## src/rtl/intc_pkg.sv

```systemverilog
// Shared types and constants for the vectored interrupt controller.
//   intc_state_e    : trap handshake state (IDLE / ENTRY / ACTIVE)
//   INTC_DEB_CYCLES : default debounce stable-count
//   DEB_CNT_W       : width of the per-source debounce counter
package intc_pkg;

  typedef enum logic [1:0] {
    IDLE   = 2'd0,
    ENTRY  = 2'd1,
    ACTIVE = 2'd2
  } intc_state_e;

  localparam int unsigned INTC_DEB_CYCLES = 16;
  localparam int unsigned DEB_CNT_W       = $clog2(INTC_DEB_CYCLES + 1);

endpackage

```

## src/rtl/intc_src_cond.sv

```systemverilog
// Per-source conditioning: synchroniser, optional debounce filter and
// event detection (falling edge or level-high).
// Optional feature macro: INTC_DEBOUNCE_EN (debounce on edge-mode sources).
// Ports:
//   clk, rst_n : clock, asynchronous active-low reset
//   src        : raw source, asynchronous to clk
//   evt_c      : combinational event flag for the pending logic
module intc_src_cond
  import intc_pkg::*;
#(
  parameter int unsigned SYNC_STAGES = 2,
  parameter bit          IS_EDGE     = 1'b1
`ifdef INTC_DEBOUNCE_EN
  , parameter int unsigned DEB_CYCLES = INTC_DEB_CYCLES
`endif
) (
  input  logic clk,
  input  logic rst_n,
  input  logic src,
  output logic evt_c
);

  // Edge sources idle high (active-low keys), level sources idle low.
  localparam logic RST_VAL = IS_EDGE;

  logic [SYNC_STAGES-1:0] sync_q;
  logic                   cond;

  // Metastability synchroniser.
  always_ff @(posedge clk or negedge rst_n) begin
    if (!rst_n) sync_q <= {SYNC_STAGES{RST_VAL}};
    else        sync_q <= {sync_q[SYNC_STAGES-2:0], src};
  end

`ifdef INTC_DEBOUNCE_EN
  if (IS_EDGE) begin : g_deb
    logic [DEB_CNT_W-1:0] cnt_q;
    logic                 filt_q;

    // Filtered level follows the synchroniser only after DEB_CYCLES
    // consecutive samples that differ from the current filtered value.
    always_ff @(posedge clk or negedge rst_n) begin
      if (!rst_n) begin
        cnt_q  <= '0;
        filt_q <= 1'b1;
      end else if (sync_q[SYNC_STAGES-1] == filt_q) begin
        cnt_q <= '0;
      end else if (cnt_q == DEB_CNT_W'(DEB_CYCLES - 1)) begin
        filt_q <= sync_q[SYNC_STAGES-1];
        cnt_q  <= '0;
      end else begin
        cnt_q <= cnt_q + DEB_CNT_W'(1);
      end
    end

    assign cond = filt_q;
  end else begin : g_nodeb
    assign cond = sync_q[SYNC_STAGES-1];
  end
`else
  assign cond = sync_q[SYNC_STAGES-1];
`endif

  if (IS_EDGE) begin : g_edge
    logic hist_q;

    // History flop for falling-edge detection.
    always_ff @(posedge clk or negedge rst_n) begin
      if (!rst_n) hist_q <= RST_VAL;
      else        hist_q <= cond;
    end

    assign evt_c = hist_q & ~cond;
  end else begin : g_level
    assign evt_c = cond;
  end

endmodule

```

## src/rtl/intc_vec_ctrl.sv

```systemverilog
// Parametrised vectored interrupt controller: conditions NUM_SRC async
// sources, latches pending bits, picks the highest-numbered enabled
// pending source and runs the IDLE/ENTRY/ACTIVE handshake with the core.
// Optional feature macro: INTC_DEBOUNCE_EN (debounce on edge-mode sources).
// Ports:
//   clk, rst_n      : clock, asynchronous active-low reset
//   src_i           : raw interrupt sources
//   irq_en_i        : per-source enable mask
//   int_mstatus_mie : global interrupt enable
//   mret_en         : core executing mret
//   trap_entry_en   : one-cycle take-trap pulse
//   trap_exit_en    : trap exit strobe (follows mret_en)
//   int_index       : claimed source id, stable while active
//   active_o        : handler in progress
//   pending_o       : raw pending bits
module intc_vec_ctrl
  import intc_pkg::*;
#(
  parameter int unsigned         NUM_SRC     = 8,
  parameter int unsigned         IDX_W       = 4,
  parameter int unsigned         SYNC_STAGES = 2,
  parameter logic [NUM_SRC-1:0]  EDGE_MASK   = NUM_SRC'(8'h0F),
  parameter int unsigned         DEB_CYCLES  = INTC_DEB_CYCLES
) (
  input  logic               clk,
  input  logic               rst_n,
  input  logic [NUM_SRC-1:0] src_i,
  input  logic [NUM_SRC-1:0] irq_en_i,
  input  logic               int_mstatus_mie,
  input  logic               mret_en,
  output logic               trap_entry_en,
  output logic               trap_exit_en,
  output logic [IDX_W-1:0]   int_index,
  output logic               active_o,
  output logic [NUM_SRC-1:0] pending_o
);

  // Elaboration-time parameter sanity check.
  if ((NUM_SRC < 2) || (NUM_SRC > 16) || ((2 ** IDX_W) < NUM_SRC) ||
      (SYNC_STAGES < 2) || (DEB_CYCLES == 0) ||
      (DEB_CYCLES >= (2 ** DEB_CNT_W))) begin : g_param_check
    $error("intc_vec_ctrl: illegal parameter combination");
  end

  intc_state_e        state_q;
  logic [NUM_SRC-1:0] evt_c;
  logic [NUM_SRC-1:0] req_c;
  logic [NUM_SRC-1:0] clr_c;
  logic [IDX_W-1:0]   win_c;
  logic               claim_c;

  // One conditioning channel per source.
  for (genvar g = 0; g < NUM_SRC; g++) begin : g_src
    intc_src_cond #(
      .SYNC_STAGES (SYNC_STAGES),
      .IS_EDGE     (EDGE_MASK[g])
`ifdef INTC_DEBOUNCE_EN
      , .DEB_CYCLES (DEB_CYCLES)
`endif
    ) u_cond (
      .clk   (clk),
      .rst_n (rst_n),
      .src   (src_i[g]),
      .evt_c (evt_c[g])
    );
  end

  assign req_c = pending_o & irq_en_i;

  // Fixed priority: ascending scan so the highest source number wins.
  always_comb begin
    win_c = '0;
    for (int i = 0; i < NUM_SRC; i++) begin
      if (req_c[i]) win_c = IDX_W'(i);
    end
  end

  assign claim_c = (|req_c) && int_mstatus_mie && (state_q == IDLE);
  assign clr_c   = claim_c ? (NUM_SRC'(1) << win_c) : '0;

  // Pending bits: a new event in the claim cycle keeps the bit set.
  always_ff @(posedge clk or negedge rst_n) begin
    if (!rst_n) pending_o <= '0;
    else        pending_o <= (pending_o & ~clr_c) | evt_c;
  end

  // Trap handshake FSM with registered outputs.
  always_ff @(posedge clk or negedge rst_n) begin
    if (!rst_n) begin
      state_q       <= IDLE;
      trap_entry_en <= 1'b0;
      int_index     <= '0;
      active_o      <= 1'b0;
    end else begin
      trap_entry_en <= 1'b0;
      active_o      <= (state_q == ACTIVE);
      case (state_q)
        IDLE: begin
          if (claim_c) begin
            int_index     <= win_c;
            trap_entry_en <= 1'b1;
            state_q       <= ENTRY;
          end
        end
        ENTRY:   state_q <= ACTIVE;
        ACTIVE:  if (mret_en) state_q <= IDLE;
        default: state_q <= IDLE;
      endcase
    end
  end

  assign trap_exit_en = mret_en;

endmodule

```

## config.mk

```make
export PLATFORM = sky130hd
export DESIGN_NAME = intc_vec_ctrl
export DESIGN_NICKNAME = d
export VERILOG_FILES = /design/src/rtl/intc_pkg.sv /design/src/rtl/intc_src_cond.sv /design/src/rtl/intc_vec_ctrl.sv
export SDC_FILE = /design/constraint.sdc
export NUM_CORES = 1
export LEC_CHECK = 0
export ABC_AREA = 1
export CAP_MARGIN = 15
export CORE_ASPECT_RATIO = 0.5
export CORE_MARGIN = 2
export CORE_UTILIZATION = 39
export DETAILED_ROUTE_END_ITERATION = 6
export PLACE_DENSITY_LB_ADDON = 0.2
export SYNTH_ARGS = -nofsm -noshare
export SYNTH_HDL_FRONTEND = slang
export SYNTH_HIERARCHICAL = 1
export SYNTH_SLANG_ARGS = --single-unit
```

## constraint.sdc

```tcl
create_clock -name clk -period 2.7 [get_ports clk]
set_input_delay 0.405 -clock clk [delete_from_list [all_inputs] [get_ports clk]]
set_output_delay 0.405 -clock clk [all_outputs]
set_load 0.05 [all_outputs]
```

==> flow_summary.yaml, run 1 <==
place:
  dpl.hpwl_mm: 1.45
  portBuffers: 33
  placed_cell_area_sq_mm: 0.00165
  place.gp.congestion: 0.806
route:
  final_antenna_net_count: 0
  drc: 0
  dr.pass1.iters: 4
  num_vias: 833
  drt_wl_total_mm: 1.98
  routed_via_density: 4.36
  wl_per_cell_um: 10.4
  drtIter0Drc: 34
global_routing:
  grt_max_degree: 36
  grt_pass1_wl_mm: 3.39
  grt_pass1_vias: 801
  grt_usage_pct: 12.4
  grt_remaining_overflow: 0
  antenna_found_initial: 0
setup_path:
  worst_path_largest_cell_delay_ns: 0.80
  path_max_fanout: 2
  path_class: "input port to primary output"
  r2r_start: "state_q[1]"
  r2r_slack_ns: 1.38
  endpoint_kind: "primary output"
  crit_chain: "clkdlybuf4s50_1, clkdlybuf4s50_1"
  r2r_cells: 6
  reg2reg_to: "pending_o[2]"
  cpMaxStageDelayCell: "clkdlybuf4s50_1"
  crit_top_cell: "clkdlybuf4s50_1"
  path_buf_inv: 2
  arrival_ns: 1.67
  cp-start-kind: "input port"
  crit_family: "buffers and inverters"
  critPathRequiredTime_ns: 2.30
final_layout:
  fin_nets: 170
  area.growth.synth_to_final_pct: 36.8
  final_common_cell: "clkdlybuf4s50_1"
  design_area_sq_mm: 0.00175
  final_cell_mix: "clkdlybuf4s50_1, nand2_1, dfrtp_1, dfstp_2, inv_1"
  diodes: 0
  drive_gt1_share_pct: 23.8
min_path:
  min-delay-start: "g_src[7].u_cond/sync_q[0]"
  hold_path_end: "g_src[7].u_cond/sync_q[1]"
  hold_depth: 0
  hold_path.class: "flop to flop"
synthesis:
  syn_avg_cell_area_sq_um: 11.5
  synthMuxAreaShare_pct: 0
  synth_area_sq_mm: 0.00128
  ys_seq_area_share_pct: 69.5
  synth-xor-area-share_pct: 0
  synth_compound_area_share_pct: 5.47
  synth_area_leaders: "dfrtp_1, dfstp_2, nand2_1"
  ys_types: 22
  ys_warn_count: 6
  synth-simple-area-share_pct: 19.7
  synth_top_cell_by_area: "dfrtp_1"
  synth_top_family_by_area: "simple AND/OR/NAND/NOR gates"
  synth_nets: 131
  synth_top_area_share_pct: 44.9
  synthesis.instances: 111
  synth_fa_ha_area_share_pct: 0
  ys_seq_elements: 35
timing:
  period_minus_slack_ns: 2.08
  slew_viol_final: 0
  finalSetupViolations: 0
  max_freq_mhz: 482
  max_slew.worst_pin.slew_ns: 0.502
  finalSetupTns_ns: 0
  max_slew_margin_pct: 66.4
  rsz0062_at_grt: "false"
  finalClockSkew_ns: 0.00565
  fin_crit_sh_pct: 76.9
  final-hold-violation-count: 0
clocking:
  cts_tree: "done"
  cts-root-buf: "clkbuf_8"
  cts.sinks: 35
  clockBufferDepth: 2
  cts_hold_buf: 0
  cts_setup_buffers: 0
  htree_levels: 2
  insertion_delay_ns: 0.29
  cts_resized: 0
  clkSlewWorstSetupHoldPaths_ns: 0.07
  cts_buffers: 5
die:
  die_h_um: 44.5
  ios: 35
  coreArea_sq_mm: 0.00307
  start_util_pct: 41.8
  die_w_um: 85.1
  fp.dieArea_sq_mm: 0.00379
  row_count: 14
run_status:
  status: "complete, no violations"
pwr:
  peakVddDrop_uv: 545
  p_leak_nw: 0.784
  power_density_mw_per_mm2: 851
run:
  drv_cap: 0
-- cell usage after synthesis --
cell     number
dfrtp_1      23
a21o_1        5
nor2_2        4
nand3_1       3
dfstp_2      12
nand2_1      29
o21ai_0       1
a21oi_1       1
buf_4         2
nor3b_4       1
conb_1        1
nand2_4       1
nand4_1       2
o21a_1        1
nor2_4        1
nand3_2       1
a31oi_1       1
inv_1        11
nor2_1        4
o21ai_2       1
nand2_2       4
inv_2         2
-- where the power goes --
group / total (mW) / internal (mW) / switching, mW / leakage (nW)
logic: 0.444 / 0.158 / 0.286 / 0.364
registers: 0.656 / 0.606 / 0.0493 / 0.373
clock network: 0.392 / 0.208 / 0.185 / 0.0474
-- area by class of cell --
class                           count  area, sq um
Fill cell                         268         1310
Sequential cell                    35          891
Timing Repair Buffer               34          338
Multi-Input combinational cell     61          327
Clock buffer                        6         82.6
Tap cell                           40         50.0
Inverter                           13         48.8
Clock inverter                      2         16.3
-- worst max path at each step --
stage	start	end	cells past startpoint
floorplan	pending_o[7]	pending_o[7]	8
global placement	mret_en	trap_exit_en	2
detailed placement	mret_en	trap_exit_en	2
CTS	mret_en	trap_exit_en	2
global route	mret_en	trap_exit_en	2
finish	mret_en	trap_exit_en	2
-- cell families after synthesis --
family | Yosys count
AND/OR/NAND/NOR | 50
other | 1
flip-flops | 35
AO/OA/AOI/OAI | 10
buffers and inverters | 15
-- stage by stage --
stage	hold WS [ns]	setup WS [ns]	instances	power (mW)	util (%)
finish	0.354	0.624	191	1.49	57.2
global route	0.360	0.604	191	1.57	57.2
CTS	0.355	0.616	191	1.51	57.2
detailed placement	0.339	0.622	183	1.12	54.0
global placement	0.333	0.625	183	1.10	54.0
floorplan	0.109	1.17	111	0.955	-
-- routing by layer --
metal / part of all wire (%) / vias to the layer above / track usage [%]
li1: - / 416 / -
met1: 47 / 377 / 14.3
met2: 42 / 30 / 18.9
met3: 7.7 / 10 / 5.97
met4: 3.2 / 0 / 8.57
met5: 0 / - / 0
-- sequential cells by signal (all words and copies together) (netlist names) --
name                        flops
pending_o                       8
state_q                         2
trap_entry_en                   1
g_src.u_cond/g_edge.hist_q      4
active_o                        1
int_index                       3
g_src.u_cond/sync_q            16
(Power assumes the default switching activity.)
==> inputs of run 2 (changes only) <==
Clock period 2.7 ns to 2 ns, I/O delays scaled along.
==> flow_summary.yaml, run 2 (synthesis results as in run 1) <==
run_status:
  status: "complete, no violations"
final_layout:
  fin_nets: 170
  top_register: "g_src.u_cond/sync_q"
  design_area_sq_mm: 0.00178
  diodes: 0
  largest_register_ffs: 16
  top_regs: "g_src.u_cond/sync_q (16), pending_o (8), g_src.u_cond/g_edge.hist_q (4)"
  final_common_cell: "clkdlybuf4s50_1"
  fin_util_pct: 58.1
  final_cell_mix: "clkdlybuf4s50_1, nand2_1, dfrtp_1, dfstp_2, inv_1"
  area.growth.synth_to_final_pct: 39.0
  drive_gt1_share_pct: 24.5
route:
  final_antenna_net_count: 0
  drc: 0
  dr.pass1.iters: 4
  drt_wl_total_mm: 1.95
  drtIter0Drc: 32
  routed_via_density: 4.24
  wl_per_cell_um: 10.2
  num_vias: 810
place:
  placed_cell_area_sq_mm: 0.00166
  place.gp.congestion: 0.835
  portBuffers: 33
  dpl.hpwl_mm: 1.41
min_path:
  hold_path.class: "flop to flop"
setup_path:
  crit_family: "buffers and inverters"
  arrival_ns: 1.49
  path_class: "flop to primary output"
  endpoint_kind: "primary output"
  path_buf_inv: 1
  crit_chain: "clkdlybuf4s50_1"
  path_max_fanout: 4
  critPathRequiredTime_ns: 1.70
  cpMaxStageDelayCell: "clkdlybuf4s50_1"
  worst_path_largest_cell_delay_ns: 0.82
  cp-start-kind: "flop"
clocking:
  clkSlewWorstSetupHoldPaths_ns: 0.07
  cts_resized: 0
  cts_setup_buffers: 0
  htree_levels: 2
  clockBufferDepth: 2
  cts_hold_buf: 0
  cts_tree: "done"
  insertion_delay_ns: 0.29
  cts-root-buf: "clkbuf_8"
  cts.sinks: 35
  cts_buffers: 5
timing:
  final-hold-violation-count: 0
  max_freq_mhz: 558
  period_minus_slack_ns: 1.79
  max_slew_margin_pct: 66.5
  finalSetupTns_ns: 0
  finalClockSkew_ns: 0.00617
  finalSetupViolations: 0
  hold-worst-slack_ns: 0.350
  slew_viol_final: 0
  rsz0062_at_grt: "false"
  fin_crit_sh_pct: 89.6
  max_slew.worst_pin.slew_ns: 0.501
pwr:
  power_frac_seq_pct: 41.5
  peakVddDrop_uv: 716
  combPwrFrac_pct: 28.3
  power.switching_uw: 710
  p_sw_share_pct: 33.5
  power_density_mw_per_mm2: 1190
  p_int_mw: 1.41
  p_clk_share_pct: 30.2
  p_leak_nw: 0.801
  p_total_mw: 2.12
die:
  die_w_um: 85.1
  fp.dieArea_sq_mm: 0.00379
  coreArea_sq_mm: 0.00307
  ios: 35
  start_util_pct: 41.8
  row_count: 14
  die_h_um: 44.5
global_routing:
  antenna_found_initial: 0
  grt_pass1_wl_mm: 3.26
  grt_max_degree: 36
  grt_remaining_overflow: 0
  grt_usage_pct: 12.0
  grt_pass1_vias: 765
run:
  drv_cap: 0
==> run 2: metal layers <==
metal	part of all wire, %	global-route usage, %	up-vias
li1	-	-	418
met5	0	0	-
met4	1.7	9.52	0
met1	47	13.8	364
met2	43	17.3	24
met3	7.3	5.78	4
==> run 2: path summary, 6_finish.rpt <==
kind	cells after the start	to	startpoint	slack [ns]
max in group asynchronous	2	g_src[3].u_cond/sync_q[0]	rst_n	1.26
hold reg to reg	0	g_src[7].u_cond/sync_q[1]	g_src[7].u_cond/sync_q[0]	0.35
min in group asynchronous	2	g_src[6].u_cond/sync_q[0]	rst_n	0.40
hold / removal	0	g_src[7].u_cond/sync_q[1]	g_src[7].u_cond/sync_q[0]	0.35
setup / recovery	1	pending_o[7]	pending_o[7]	0.21
setup reg to reg	5	pending_o[0]	state_q[1]	0.70
==> run 2: final cells by class <==
type,count,area [sq um]
well taps,40,50.0
inverters,13,48.8
clock buffers,5,68.8
clock inverters,3,47.5
repair buffers,34,348
flip-flops and latches,35,891
multi-input cells,61,327
fillers,254,1280
==> run 2: power by group through the flow <==
stage	registers (mW)	clock network (mW)	logic, mW
finish	0.881	0.640	0.600
global route	0.895	0.694	0.645
CTS	0.883	0.661	0.607
detailed placement	0.896	0	0.605
global placement	0.894	0	0.599
floorplan	1.10	0	0.189
==> run 2: metrics by stage <==
step,cells,setup slack (ns)
5_1_grt,191,0.160
3_3_place_gp,183,0.340
4_1_cts,191,0.189
3_5_place_dp,183,0.345
6_report,191,0.208
2_1_floorplan,111,0.471
==> variant: new RTL, flow settings as in run 2 <==
Add a define of `INTC_DEBOUNCE_EN`.
--- a/src/rtl/intc_src_cond.sv
+++ b/src/rtl/intc_src_cond.sv
@@ -6,4 +6,6 @@
 //   src        : raw source, asynchronous to clk
 //   evt_c      : combinational event flag for the pending logic
+`define INTC_DEBOUNCE_EN
+
 module intc_src_cond
   import intc_pkg::*;
Check against the original RTL: not equivalent (a bounded check fails within 4 cycles, from zero or initial values and one cycle with rst_n low).
==> variant against run 2 <==
  * Synthesized cell count up 120%
  * Final cell count up 94%
  * Non-clock buffer count up 2
  * Power up 86%
  * Area after synthesis up 86%
  * Worst setup slack worse by 0.050 ns
  * Cell area up 78%
  * Via count up 110%
  * Sequential cell count up 24
  * Clock power rose to 2.7 times the old value
  * Wire length up 120%
  * Worst hold slack worse by 0.0064 ns
  * Global-route usage up 2.9 points
  * First-iteration DRC count rose to 3.0 times the old value
  * Critical endpoint unchanged
  * Highest routed layer unchanged
==> variant: results (changes against run 2) <==
drt wl/cell 11.40 µm (+11%); CTS root buffer clkbuf_16; status complete, no violations; via count 1,688 (+110%); Starting DRT DRC Count 96 (+200%); 1st-pass router iterations 3 (-1); Hold Startpoint g_src[4].u_cond/sync_q[0]; Post-Place Setup Slack 0.3114 ns (-0.03315 ns); first-pass GRT wire length 7527 µm (+130%); Post-Syn Nets 267 (+100%); cts hold-fix bufs 1 (+1); largest cells by area after synthesis dfrtp_1 45%, dfstp_2 18%, nand2_1 10%; Setup WS post-layout 0.1581 ns (-0.05028 ns); Reg2Reg Depth 6 (+1); GRT Util Overall 14.86% (+2.9 points); Layout Nets 312 (+84%); Critical R2R Capture int_index[0]; cell family with most CP delay buffers and inverters; Primary FF master, synth dfrtp_1; internal power 2.846 mW (+100%); Max IR drop VDD 0.0005610 V (-22%); clock slew at reported path FFs 0.05 ns (-0.02 ns); proportion of layout cells with a drive suffix above 1 17.06% (-7.4 points); hold endpoint g_src[4].u_cond/sync_q[1]; CTS H-tree depth 3 (+1); clk_lat worst skew 0.32 ns (+0.03 ns); HPWL after detailed placement 3066 µm (+120%); worst r2r src pending_o[3]; r2r setup slk 0.68 ns (-0.02 ns); CP max FO 4 (unchanged); Max-slew headroom 66.78% (+0.27 points); CP arrival 1.54 ns (+0.05 ns); CTS Buf Count 9 (+4); post-synthesis sequential area ratio 62.95% (-6.6 points); Synth top cells by count 65 x nand2_1, 43 x dfrtp_1, 36 x nor2_1; Largest regs g_src.u_cond/g_deb.cnt_q (20), g_src.u_cond/sync_q (16), pending_o (8); gpl congestion 0.8971 (+7.4%); Fillers 544 (+110%); Worst Skew 0.005078 ns (-0.001088 ns); largest net degree at the start of global routing 27 (-25%); leakage 1.515 nW (+89%); post-synth cell types 24 (+9.1%); post-CTS sizing 0 (unchanged)
## variant: area by class of cell
cell class | instances | area share (%)
inverters | 29 | 3.443
flip-flops and latches | 59 | 47.33
multi-input cells | 153 | 23.94
well taps | 77 | 3.047
repair buffers | 36 | 11.40
clock inverters | 5 | 3.166
clock buffers | 11 | 7.677
## variant: kinds of logic (layout without fill, tap and decap cells)
| family | count (synthesis) | in the layout | share of synthesized area [%] |
|---|---|---|---|
| buf+inv | 31 | 81 | 5.211 |
| flops | 59 | 59 | 62.95 |
| compound gates | 10 | 10 | 2.947 |
| fa+ha+maj | 4 | 4 | 2.105 |
| xor+xnor | 4 | 4 | 1.474 |
| simple gates | 134 | 134 | 25.16 |
| other cells | 1 | 1 | 0.1577 |
## variant: metal layers
layer | vias to the layer above | track usage [%] | part of all wire [%]
li1 | 853 | - | -
met1 | 800 | 16.62 | 43
met2 | 25 | 24.43 | 49
met3 | 10 | 7.464 | 5.3
met4 | 0 | 6.620 | 2.0
met5 | - | 0 | 0
## variant: metrics by stage
| stage | util, % | instances | hold WS [ns] | instance area, µm² |
|---|---|---|---|---|
| after floorplan | - | 243 | 0.004409 | 2377 |
| after global placement | 46.97 | 353 | 0.2743 | 2809 |
| after detailed placement | 46.97 | 353 | 0.2819 | 2809 |
| after CTS | 52.87 | 370 | 0.3473 | 3162 |
| after global routing | 52.87 | 370 | 0.3607 | 3162 |
| final | 52.87 | 370 | 0.3440 | 3162 |
## variant: how the worst max path moves through the flow
stage | from | end | slack (ns) | cells past startpoint
2_1_floorplan | pending_o[7] | pending_o[7] | 0.47 | 8
3_3_place_gp | irq_en_i[7] | pending_o[5] | 0.32 | 9
3_5_place_dp | irq_en_i[7] | pending_o[7] | 0.31 | 9
4_1_cts | pending_o[7] | pending_o[7] | 0.14 | 1
5_1_grt | pending_o[7] | pending_o[7] | 0.10 | 1
6_report | pending_o[7] | pending_o[7] | 0.16 | 1
## variant: power by group through the flow
stage | logic [mW] | registers [mW] | clock network [mW]
final | 0.762 | 1.44 | 1.74
after global routing | 0.827 | 1.46 | 1.85
after CTS | 0.770 | 1.44 | 1.80
after detailed placement | 0.765 | 1.45 | 0
after global placement | 0.757 | 1.45 | 0
after floorplan | 0.245 | 1.70 | 0
